<file path="src/rtl/fwd_scoreboard.sv">
// fwd_scoreboard: operand-forwarding and load-use interlock tracker.
// Keeps {v, rd, isload} for each of DEPTH stages after decode, picks the
// youngest ready producer per decode operand and stalls decode when the
// youngest producer's result is not yet available.
module fwd_scoreboard #(
    parameter int XLEN     = 32,
    parameter int AW       = 5,
    parameter int DEPTH    = 3,
    parameter int LD_READY = 2,
    parameter int CNTW     = 16
) (
    input  logic                    clk,
    input  logic                    rst_n,
    input  logic                    id_valid,
    input  logic [AW-1:0]           id_rs1,
    input  logic [AW-1:0]           id_rs2,
    input  logic                    id_rs1_used,
    input  logic                    id_rs2_used,
    input  logic [AW-1:0]           id_rd,
    input  logic                    id_regwr,
    input  logic                    id_isload,
    input  logic [XLEN-1:0]         rf_rs1o,
    input  logic [XLEN-1:0]         rf_rs2o,
    input  logic [DEPTH*XLEN-1:0]   stg_data,
    input  logic                    hold,
    input  logic                    flush,
    output logic [XLEN-1:0]         rs1_val,
    output logic [XLEN-1:0]         rs2_val,
    output logic [3:0]              rs1_src,
    output logic [3:0]              rs2_src,
    output logic                    id_stall,
    output logic [CNTW-1:0]         stall_cnt
);

    logic [DEPTH-1:0] ent_v;
    logic [DEPTH-1:0] ent_ld;
    logic [AW-1:0]    ent_rd [DEPTH];

    logic             hit1, hit2;
    logic             rdy1, rdy2;
    logic [3:0]       sel1, sel2;
    logic [XLEN-1:0]  fwd1, fwd2;
    logic             hazard;
    logic             enter;

    // Operand lookup: scan oldest to youngest so the youngest match wins.
    always_comb begin
        hit1 = 1'b0;
        hit2 = 1'b0;
        rdy1 = 1'b0;
        rdy2 = 1'b0;
        sel1 = 4'd0;
        sel2 = 4'd0;
        fwd1 = '0;
        fwd2 = '0;
        for (int k = DEPTH - 1; k >= 0; k--) begin
            if (ent_v[k] && ent_rd[k] == id_rs1 && id_rs1 != '0 && id_rs1_used) begin
                hit1 = 1'b1;
                rdy1 = !ent_ld[k] || (k >= LD_READY);
                sel1 = 4'(k + 1);
                fwd1 = stg_data[k*XLEN +: XLEN];
            end
            if (ent_v[k] && ent_rd[k] == id_rs2 && id_rs2 != '0 && id_rs2_used) begin
                hit2 = 1'b1;
                rdy2 = !ent_ld[k] || (k >= LD_READY);
                sel2 = 4'(k + 1);
                fwd2 = stg_data[k*XLEN +: XLEN];
            end
        end
    end

    // Output muxing and interlock; a not-ready producer reports the register file.
    always_comb begin
        rs1_val  = (hit1 && rdy1) ? fwd1 : rf_rs1o;
        rs2_val  = (hit2 && rdy2) ? fwd2 : rf_rs2o;
        rs1_src  = (hit1 && rdy1) ? sel1 : 4'd0;
        rs2_src  = (hit2 && rdy2) ? sel2 : 4'd0;
        hazard   = (hit1 && !rdy1) || (hit2 && !rdy2);
        id_stall = id_valid && hazard && !flush;
        enter    = id_valid && !id_stall && !flush && id_regwr && (id_rd != '0);
    end

    // Tracker shift; flush drops the stage-0 entry before it moves on.
    always_ff @(posedge clk or negedge rst_n) begin
        if (!rst_n) begin
            ent_v  <= '0;
            ent_ld <= '0;
            for (int k = 0; k < DEPTH; k++) ent_rd[k] <= '0;
        end else if (!hold) begin
            for (int k = 2; k < DEPTH; k++) begin
                ent_v[k]  <= ent_v[k-1];
                ent_ld[k] <= ent_ld[k-1];
                ent_rd[k] <= ent_rd[k-1];
            end
            ent_v[1]  <= ent_v[0] && !flush;
            ent_ld[1] <= ent_ld[0] && !flush;
            ent_rd[1] <= flush ? '0 : ent_rd[0];
            ent_v[0]  <= enter;
            ent_ld[0] <= enter && id_isload;
            ent_rd[0] <= enter ? id_rd : '0;
        end
    end

    // Saturating count of real stall cycles (frozen while the pipe is held).
    always_ff @(posedge clk or negedge rst_n) begin
        if (!rst_n) begin
            stall_cnt <= '0;
        end else if (id_stall && !hold && stall_cnt != {CNTW{1'b1}}) begin
            stall_cnt <= stall_cnt + 1'b1;
        end
    end

endmodule

</file>
<file path="config.mk">
export PLATFORM = sky130hd
export DESIGN_NAME = fwd_scoreboard
export DESIGN_NICKNAME = d
export VERILOG_FILES = /design/src/rtl/fwd_scoreboard.sv
export SDC_FILE = /design/constraint.sdc
export NUM_CORES = 1
export LEC_CHECK = 0
export ABC_AREA = 0
export CAP_MARGIN = 25
export CORE_AREA = 2 2 106 108
export DETAILED_ROUTE_END_ITERATION = 12
export DIE_AREA = 0 0 108 110
export HOLD_SLACK_MARGIN = 0.06
export PLACE_DENSITY = 0.87
export SETUP_SLACK_MARGIN = 0.4
export SKIP_CTS_REPAIR_TIMING = 1
export SKIP_LAST_GASP = 1
export SYNTH_ARGS = -nofsm -noshare
export SYNTH_HDL_FRONTEND = slang
export SYNTH_SLANG_ARGS = --single-unit
</file>
<file path="constraint.sdc">
create_clock -name clk -period 5.5 [get_ports clk]
set_input_delay 0.55 -clock clk [delete_from_list [all_inputs] [get_ports clk]]
set_output_delay 0.55 -clock clk [all_outputs]
set_load 0.005 [all_outputs]
</file>
=== After elaboration in Yosys (flattened, before gate mapping) ===
Cells that the tools add are included.
Widths: inputs -> output; s select.

* Add/subtract/negate cells: 1
* Multipliers: 0
* Divide/modulo/power cells: 0
* Order comparisons: 0
* Eq/ne operators: 7
* Shifts and indexed selects: 0
* Mux-type cells: 28
* Bitwise logic cells: 0
* Reductions and logical operators: 44

{| class="wikitable"
|+ Operators by type and width
! cell !! count
|-
| $mux 32 || 8
|-
| $logic_and 1x1->1 || 33
|-
| $eq 5x5->1 || 6
|-
| $mux 4 || 5
|-
| $add 16x1->16 const B || 1
|-
| $ne 16x16->1 const B || 1
|-
| $reduce_bool 5->1 || 3
|-
| $mux 1 || 10
|-
| $mux 5 || 2
|-
| $logic_not 1->1 || 7
|-
| $mux 2 || 3
|-
| $logic_or 1x1->1 || 1
|}

* Register bits after elaboration: 36
* Latch bits: 0
* RAM bits: 0
* Bits in read-only memories: 0
* Input bits: 184
* Output and inout bits: 89
* Logic and storage cells: 86
* Memories kept: 0

=== Logic depth before layout (Yosys ltp) ===
Gate-level depths: netlist of the first run.

* Word-level depth: 18
* Depth in mapped cells: 9

=== Worst setup path after synthesis of the first run ===
OpenSTA, ideal clock, no wires.

* Path kind: in2out
* Start point: in id_rs1[0]
* End point: out rs1_val[26]
* Arrival: 2.570 ns
* Required time: 4.950 ns
* Slack: 2.380 ns
* Stages on the path: 9
* Path buffers: 2
* Cell sequence: xnor2_1 nand4_1 nor3_1 mux2_2 mux2_2 buf_2 buf_2 a211oi_1 a21o_1

* Longest elaborated chain between the ends: 9

{| class="wikitable"
|+ RTL lines
! what !! RTL line !! RTL
|-
| start: declaration || 15 || <nowiki>input logic [AW-1:0] id_rs1,</nowiki>
|-
| $eq 5x5->1 || 57 || <nowiki>if (ent_v[k] && ent_rd[k] == id_rs1 && id_rs1 != '0 && id_rs1_used) begin</nowiki>
|-
| $logic_and 1x1->1 (3 in series) || 57 ||
|-
| $mux 1 (3 in series) || 57 ||
|-
| $logic_and 1x1->1 || 74 || <nowiki>rs1_val = (hit1 && rdy1) ? fwd1 : rf_rs1o;</nowiki>
|-
| $mux 32 (*) || 74 ||
|-
| end: declaration || 27 || <nowiki>output logic [XLEN-1:0] rs1_val,</nowiki>
|}

Every way passes the cells marked *; elsewhere a longest branch is shown, timed or not.

=== Worst setup path in the final report of the first run ===
* Start point: in id_rs2[1]
* End point: out rs2_val[2]

* Longest elaborated chain between the ends: 9

{| class="wikitable"
|+ RTL lines
! what !! RTL line !! RTL
|-
| start: declaration || 16 || <nowiki>input logic [AW-1:0] id_rs2,</nowiki>
|-
| $eq 5x5->1 || 63 || <nowiki>if (ent_v[k] && ent_rd[k] == id_rs2 && id_rs2 != '0 && id_rs2_used) begin</nowiki>
|-
| $logic_and 1x1->1 (3 in series) || 63 ||
|-
| $mux 1 (3 in series) || 63 ||
|-
| $logic_and 1x1->1 || 75 || <nowiki>rs2_val = (hit2 && rdy2) ? fwd2 : rf_rs2o;</nowiki>
|-
| $mux 32 (*) || 75 ||
|-
| end: declaration || 28 || <nowiki>output logic [XLEN-1:0] rs2_val,</nowiki>
|}

Marked as above.

==> flow_summary_export.csv, run 1 <==
group,metric,value,unit
pwr,p_sw,0.191,mW
cells_and_area,layout-drive-gt1-share,5.06,%
logic_synthesis,syn_area_per_cell,7.61,sq um
sta,rsz0062_at_grt,"false",
grt,track_usage,28.0,%
cells_and_area,ff_latch_area,901,sq um
grt,grt_overflow_total,0,
worst_setup_path,path_delay_family,"buffers and inverters",
floorplan,initial_core_util,36.0,%
logic_synthesis,syn_area,3860,sq um
cells_and_area,fin_cells,891,
grt,grt_antenna_before_repair,0,
pwr,comb_power_share,33.9,%
cells_and_area,final_cell_mix,"268 x clkdlybuf4s50_1, 105 x o21ai_0, 65 x nand2_1, 47 x a221o_1, 36 x dfrtp_1",
sta,relSlewSlack,32.2,%
logic_synthesis,ys_types,42,
sta,min_period_over_period,84.9,%
clocking,clockBufferDepth,2,
pwr,power_switching_share,23.7,%
drt,vias,5203,
clocking,cts-buffers-inserted,5,
pwr,vdd_drop_max,0.195,mV
cells_and_area,fillCellCount,940,
worst_setup_path,worst_path_max_delay_cell,"and4_1",
min_path,min_from,"stall_cnt[13]",
worst_setup_path,start_kind,"input pin",
min_path,hold_path_class,"reg2reg",
logic_synthesis,ys_ff_latch,36,
sta,max_freq,214,MHz
drt,drtIter0Drc,378,
worst_setup_path,cp_num_cells,10,
pwr,p_seq_share,34.4,%
placed_design,io_buffers,268,
worst_setup_path,max_stage_delay,0.84,ns
logic_synthesis,synth-edff-count,0,
drt,drc,0,
run,drv_cap,0,
placed_design,dp_hpwl,13300,um
floorplan,core,10700,sq um
cells_and_area,area_growth,75.6,%
grt,grt_pass1_vias,4963,
cells_and_area,finalInstanceArea,6770,sq um
sta,slew_viol_final,0,
logic_synthesis,synthArstFlopShare,100,%
drt,routed_wl,17500,um
cells_and_area,final_common_cell,"clkdlybuf4s50_1",
worst_setup_path,r2r-start,"ent_rd[11]",
clocking,root_buffer,"clkbuf_8",
clocking,clkSinkCount,36,
worst_setup_path,crit_start,"id_rs2[1]",
logic_synthesis,synth-warning-count,0,
cells_and_area,n_antenna_cell,0,
pwr,power,0.805,mW
sta,finalSetupViolCount,0,
sta,worst_slew_pin_slew,1.01,ns
worst_setup_path,path_class,"in2out",
floorplan,pin_count,273,
outcome,status,"finished clean",
worst_setup_path,arrival,4.12,ns
sta,finClkSkew,0.00978,ns
sta,finalCriticalPeriod,4.67,ns
worst_setup_path,reg2reg_slack,2.44,ns
worst_setup_path,worstPathRequired,4.95,ns
clocking,clk_latency,0.29,ns
grt,grt_first_pass_wirelength,26400,um
worst_setup_path,critPathBufInv,3,
floorplan,die_y,110,um
logic_synthesis,ys_seq_area_share,23.4,%
worst_setup_path,reg2regPathDepth,7,
pwr,clockPowerShare,31.7,%
worst_setup_path,cp_cell_sequence,"clkdlybuf4s50_1, xor2_1, nor4_1, and4_1, nand2_1, o31ai_4, buf_4, nand2_1, o21ai_0, clkdlybuf4s50_1",
drt,antenna_left,0,
clocking,clk_pin_slew,0.07,ns
logic_synthesis,ys.flop_type,"dfrtp_1",
logic_synthesis,syn_inst,507,
sta,setup_tns,0,ns
cells_and_area,nNetsFinal,935,
pwr,power_density,119,nW/um^2
floorplan,die_w,108,um
sta,hold_viol,0,
drt,wl_per_cell,19.6,um
drt,routed_via_density,5.84,
floorplan,rows,38,
pwr,internal_power,0.614,mW
grt,grt_max_degree,65,
worst_setup_path,cp-end-kind,"output port",
worst_setup_path,worstPathMaxFanout,64,
floorplan,dieArea,11900,sq um
worst_setup_path,cp-endpoint,"rs2_val[2]",
clocking,tritoncts,"done",
cells_and_area,multi_input_comb_area,2780,sq um
clocking,htree_levels,2,
worst_setup_path,rr_endpoint,"ent_rd[12]",
drt,first_pass_iters,8,
placed_design,place.gp.congestion,1.00,
pwr,p_leak,2.65,nW
placed_design,dpl_cell_area,6630,sq um
placed_design,dp.cells,882,
cells_and_area,fin_util,63.3,%
## layout make-up
| class | instances | share of cell area, % |
|---|---|---|
| clock buffer | 7 | 1.42 |
| multi-input combinational | 425 | 41.0 |
| sequential | 36 | 13.3 |
| clock inverter | 1 | 0.443 |
| inverter | 2 | 0.111 |
| timing repair buffer | 280 | 41.1 |
| tap | 140 | 2.59 |
## sequential cells by signal, summed over array words and instances, names as in the netlist
name       flops
ent_v          3
stall_cnt     16
ent_rd        15
ent_ld         2
## cell families after synthesis
| family | share of synthesized area (%) |
|---|---|
| simple gates | 19.1 |
| flops | 23.4 |
| buf+inv | 5.65 |
| compound gates | 38.9 |
| other cells | 0.0972 |
| fa+ha+maj | 0.324 |
| mux | 2.34 |
| xor+xnor | 10.2 |
## synthesized netlist by cell type, types with 4 or more instances
cell      count  area (sq um)
nand4_1      12          75.1
nor4_1        4          25.0
a22oi_1      17           128
nor2_1       28           105
xor2_1       13           114
buf_4         4          30.0
xnor2_1      32           280
mux2_2        8          90.1
nand3_1       9          45.0
a21o_1       18           135
and3_1        7          43.8
dfrtp_1      36           901
a211oi_1     17           128
clkbuf_1     38           143
o21ai_0     105           526
a221o_1      47           470
a22o_1        6          52.6
nand2b_1      8          50.1
nand2_1      65           244
## layer usage
metal	global-route usage [%]	share of wire [%]	wire length [um]	vias up
li1	-	-	-	2405
met1	31.5	36	6330	2426
met2	49.1	49	8590	297
met3	6.35	8.5	1490	75
met4	15.9	6.1	1070	0
met5	0	0	0	-
## through the flow
step	setup slack (ns)	hold WS (ns)
detailed placement	0.665	0.490
CTS	0.665	0.504
floorplan	2.38	0.254
global placement	0.729	0.484
global route	0.513	0.529
finish	0.833	0.511
## worst min-delay path by stage
| stage | depth (start not counted) | endpoint | slack [ns] |
|---|---|---|---|
| after global placement | 1 | stall_cnt[6] | 0.48 |
| after CTS | 1 | stall_cnt[15] | 0.50 |
| after detailed placement | 1 | stall_cnt[15] | 0.49 |
| after global routing | 1 | stall_cnt[15] | 0.53 |
| after floorplan | 0 | ent_ld[0] | 0.25 |
| final | 1 | stall_cnt[13] | 0.51 |
## power groups by stage
| stage | Sequential (mW) | Combinational, mW | Clock, mW |
|---|---|---|---|
| final | 0.277 | 0.273 | 0.255 |
| after CTS | 0.277 | 0.272 | 0.258 |
| after detailed placement | 0.282 | 0.270 | 0 |
| after global routing | 0.278 | 0.293 | 0.268 |
| after floorplan | 0.280 | 0.0582 | 0 |
| after global placement | 0.282 | 0.264 | 0 |
Power figures use the tool's default switching activity.
==> run 2: changes to the inputs <==
--- a/config.mk
+++ b/config.mk
@@ -7,11 +7,11 @@
 export LEC_CHECK = 0
 export ABC_AREA = 0
 export CAP_MARGIN = 25
-export CORE_AREA = 2 2 106 108
+export CORE_AREA = 2 2 107 109
 export DETAILED_ROUTE_END_ITERATION = 12
-export DIE_AREA = 0 0 108 110
+export DIE_AREA = 0 0 109 111
 export HOLD_SLACK_MARGIN = 0.06
-export PLACE_DENSITY = 0.87
+export PLACE_DENSITY = 0.85
 export SETUP_SLACK_MARGIN = 0.4
 export SKIP_CTS_REPAIR_TIMING = 1
 export SKIP_LAST_GASP = 1
==> constraint.sdc (replaced) <==
create_clock -name clk -period 4.55 [get_ports clk]
set_input_delay 0.455 -clock clk [delete_from_list [all_inputs] [get_ports clk]]
set_output_delay 0.455 -clock clk [all_outputs]
set_load 0.005 [all_outputs]
==> run 2 against run 1 <==
Non-clock buffer count is 12 higher. Global-route usage grew 3.1 points. Core utilization decreased by 0.44 points. Critical path depth grew 1. Critical endpoint is now rs1_val[26]. Largest cell class unchanged. Largest power group is now the clock network.
==> flow_summary_export.csv, run 2 (synthesis gave the netlist of run 1 again) <==
group,metric,value,unit
outcome,status,"finished clean",
placed_design,pre_cts_ws,0.228,ns
sta,finalCriticalPeriod,4.06,ns
cells_and_area,area_growth,80.6,%
clocking,clockBufferDepth,2,
run,drv_cap,0,
clocking,root_buffer,"clkbuf_16",
drt,vias,5271,
sta,max_freq,247,MHz
grt,grt_first_pass_wirelength,28800,um
grt,track_usage,31.1,%
drt,routed_via_density,5.77,
drt,wl_per_cell,21.6,um
drt,first_pass_iters,5,
cells_and_area,fin_cells,913,
worst_setup_path,worstPathMaxFanout,20,
sta,min_period_over_period,89.1,%
cells_and_area,final_cell_mix,"265 x clkdlybuf4s50_1, 105 x o21ai_0, 65 x nand2_1, 47 x a221o_1, 36 x dfrtp_1",
clocking,clk_latency,0.27,ns
sta,worst_slew_pin_slew,0.939,ns
worst_setup_path,cp-end-kind,"output port",
sta,finalSetupViolCount,0,
cells_and_area,largest_reg_flops,16,
drt,antenna_left,0,
pwr,comb_power_share,31.8,%
pwr,internal_power,0.808,mW
pwr,p_sw,0.244,mW
cells_and_area,nNetsFinal,948,
placed_design,dp.cells,893,
floorplan,core,11100,sq um
sta,finClkSkew,0.00276,ns
floorplan,die_w,109,um
clocking,htree_levels,2,
worst_setup_path,path_class,"in2out",
cells_and_area,layout-drive-gt1-share,7.07,%
drt,drc,0,
cells_and_area,largest-register,"stall_cnt",
pwr,power,1.05,mW
worst_setup_path,arrival,3.60,ns
grt,grt_max_degree,52,
clocking,clkSinkCount,36,
floorplan,pin_count,273,
placed_design,dpl_cell_area,6690,sq um
drt,met3_length,1870,um
pwr,clockPowerShare,36.2,%
placed_design,dp_hpwl,15700,um
drt,wl_met1,7830,um
sta,relSlewSlack,37.2,%
cells_and_area,final_common_cell,"clkdlybuf4s50_1",
clocking,tritoncts,"done",
worst_setup_path,start_kind,"input pin",
pwr,vdd_drop_max,0.235,mV
grt,grt_overflow_total,0,
drt,top_layer,"met5",
grt,grt_antenna_before_repair,8,
pwr,power_switching_share,23.2,%
drt,met2_wirelength,9540,um
placed_design,io_buffers,268,
sta,setup_slack,0.494,ns
floorplan,rows,39,
sta,hold_viol,0,
sta,rsz0062_at_grt,"false",
drt,drtIter0Drc,478,
clocking,clk_pin_slew,0.05,ns
clocking,cts-buffers-inserted,5,
pwr,p_leak,2.77,nW
grt,grt_pass1_vias,5032,
placed_design,place.gp.congestion,0.975,
floorplan,dieArea,12100,sq um
cells_and_area,finalInstanceArea,6960,sq um
floorplan,initial_core_util,34.8,%
cells_and_area,top_regs,"stall_cnt (16), ent_rd (15), ent_v (3)",
min_path,hold_path_class,"reg2reg",
sta,setup_tns,0,ns
floorplan,die_y,111,um
pwr,power_density,151,nW/um^2
pwr,p_seq_share,32.0,%
worst_setup_path,worstPathRequired,4.09,ns
drt,routed_wl,19700,um
sta,slew_viol_final,0,
[run 2: cell count changes in the layout (fill, tap and decap cells not counted), sizes merged]
cell	before	now
dlymetal6s2s	0	3
clkdlybuf4s50	268	265
clkinv	0	1
buf	12	24
clkbuf	7	6
diode	0	6
mux2	8	9
[run 2: layout make-up]
cell class / instances / area [sq um]
antenna: 6 / 15.0
clock buffer: 6 / 129
clock inverter: 2 / 35.0
fill: 949 / 4110
inverter: 2 / 7.51
multi-input combinational: 426 / 2820
sequential: 36 / 901
tap: 143 / 179
timing repair buffer: 292 / 2870
[run 2: per-layer routing]
layer | up-vias | GRT usage (%)
li1 | 2434 | -
met1 | 2508 | 38.6
met2 | 289 | 52.3
met3 | 34 | 9.23
met4 | 6 | 8.12
met5 | - | 0
[run 2: final timing paths]
check / startpoint / cells after the start / slack [ns] / end
setup / recovery: id_rs1[4] / 11 / 0.49 / rs1_val[26]
hold / removal: stall_cnt[15] / 1 / 0.50 / stall_cnt[15]
setup reg to reg: ent_rd[9] / 6 / 1.96 / ent_rd[11]
hold reg to reg: stall_cnt[15] / 1 / 0.50 / stall_cnt[15]
max in group asynchronous: rst_n / 2 / 3.63 / stall_cnt[6]
min in group asynchronous: rst_n / 2 / 0.60 / stall_cnt[8]
[run 2: through the flow]
step	utilization, %	hold WS, ns
6_report	62.9	0.500
2_1_floorplan	-	0.159
3_5_place_dp	60.4	0.490
5_1_grt	62.8	0.526
3_3_place_gp	60.4	0.481
4_1_cts	61.9	0.501
[run 2: critical path, cell delays in order]
cell and delay, ns:
clkdlybuf4s50_1 0.52, or4_4 0.47, o21ai_4 0.18, buf_4 0.16, nor3_4 0.05, mux2_2 0.32, mux2_4 0.36, buf_4 0.23
a211oi_1 0.23, a21o_1 0.12, clkdlybuf4s50_1 0.49
[run 2: power by group through the flow]
stage	logic [mW]	registers (mW)	clock network, mW
final	0.335	0.337	0.380
after global routing	0.358	0.338	0.402
after CTS	0.332	0.336	0.387
after detailed placement	0.330	0.342	0
after global placement	0.325	0.341	0
after floorplan	0.0704	0.338	0
==> run 3: changes to the inputs <==
--- a/config.mk
+++ b/config.mk
@@ -8,6 +8,7 @@
 export ABC_AREA = 0
 export CAP_MARGIN = 25
 export CORE_AREA = 2 2 107 109
+export CTS_CLUSTER_SIZE = 24
 export DETAILED_ROUTE_END_ITERATION = 12
 export DIE_AREA = 0 0 109 111
 export HOLD_SLACK_MARGIN = 0.06
==> results of run 3 <==
The final DEF is identical to that of run 2; final timing and power are the same.
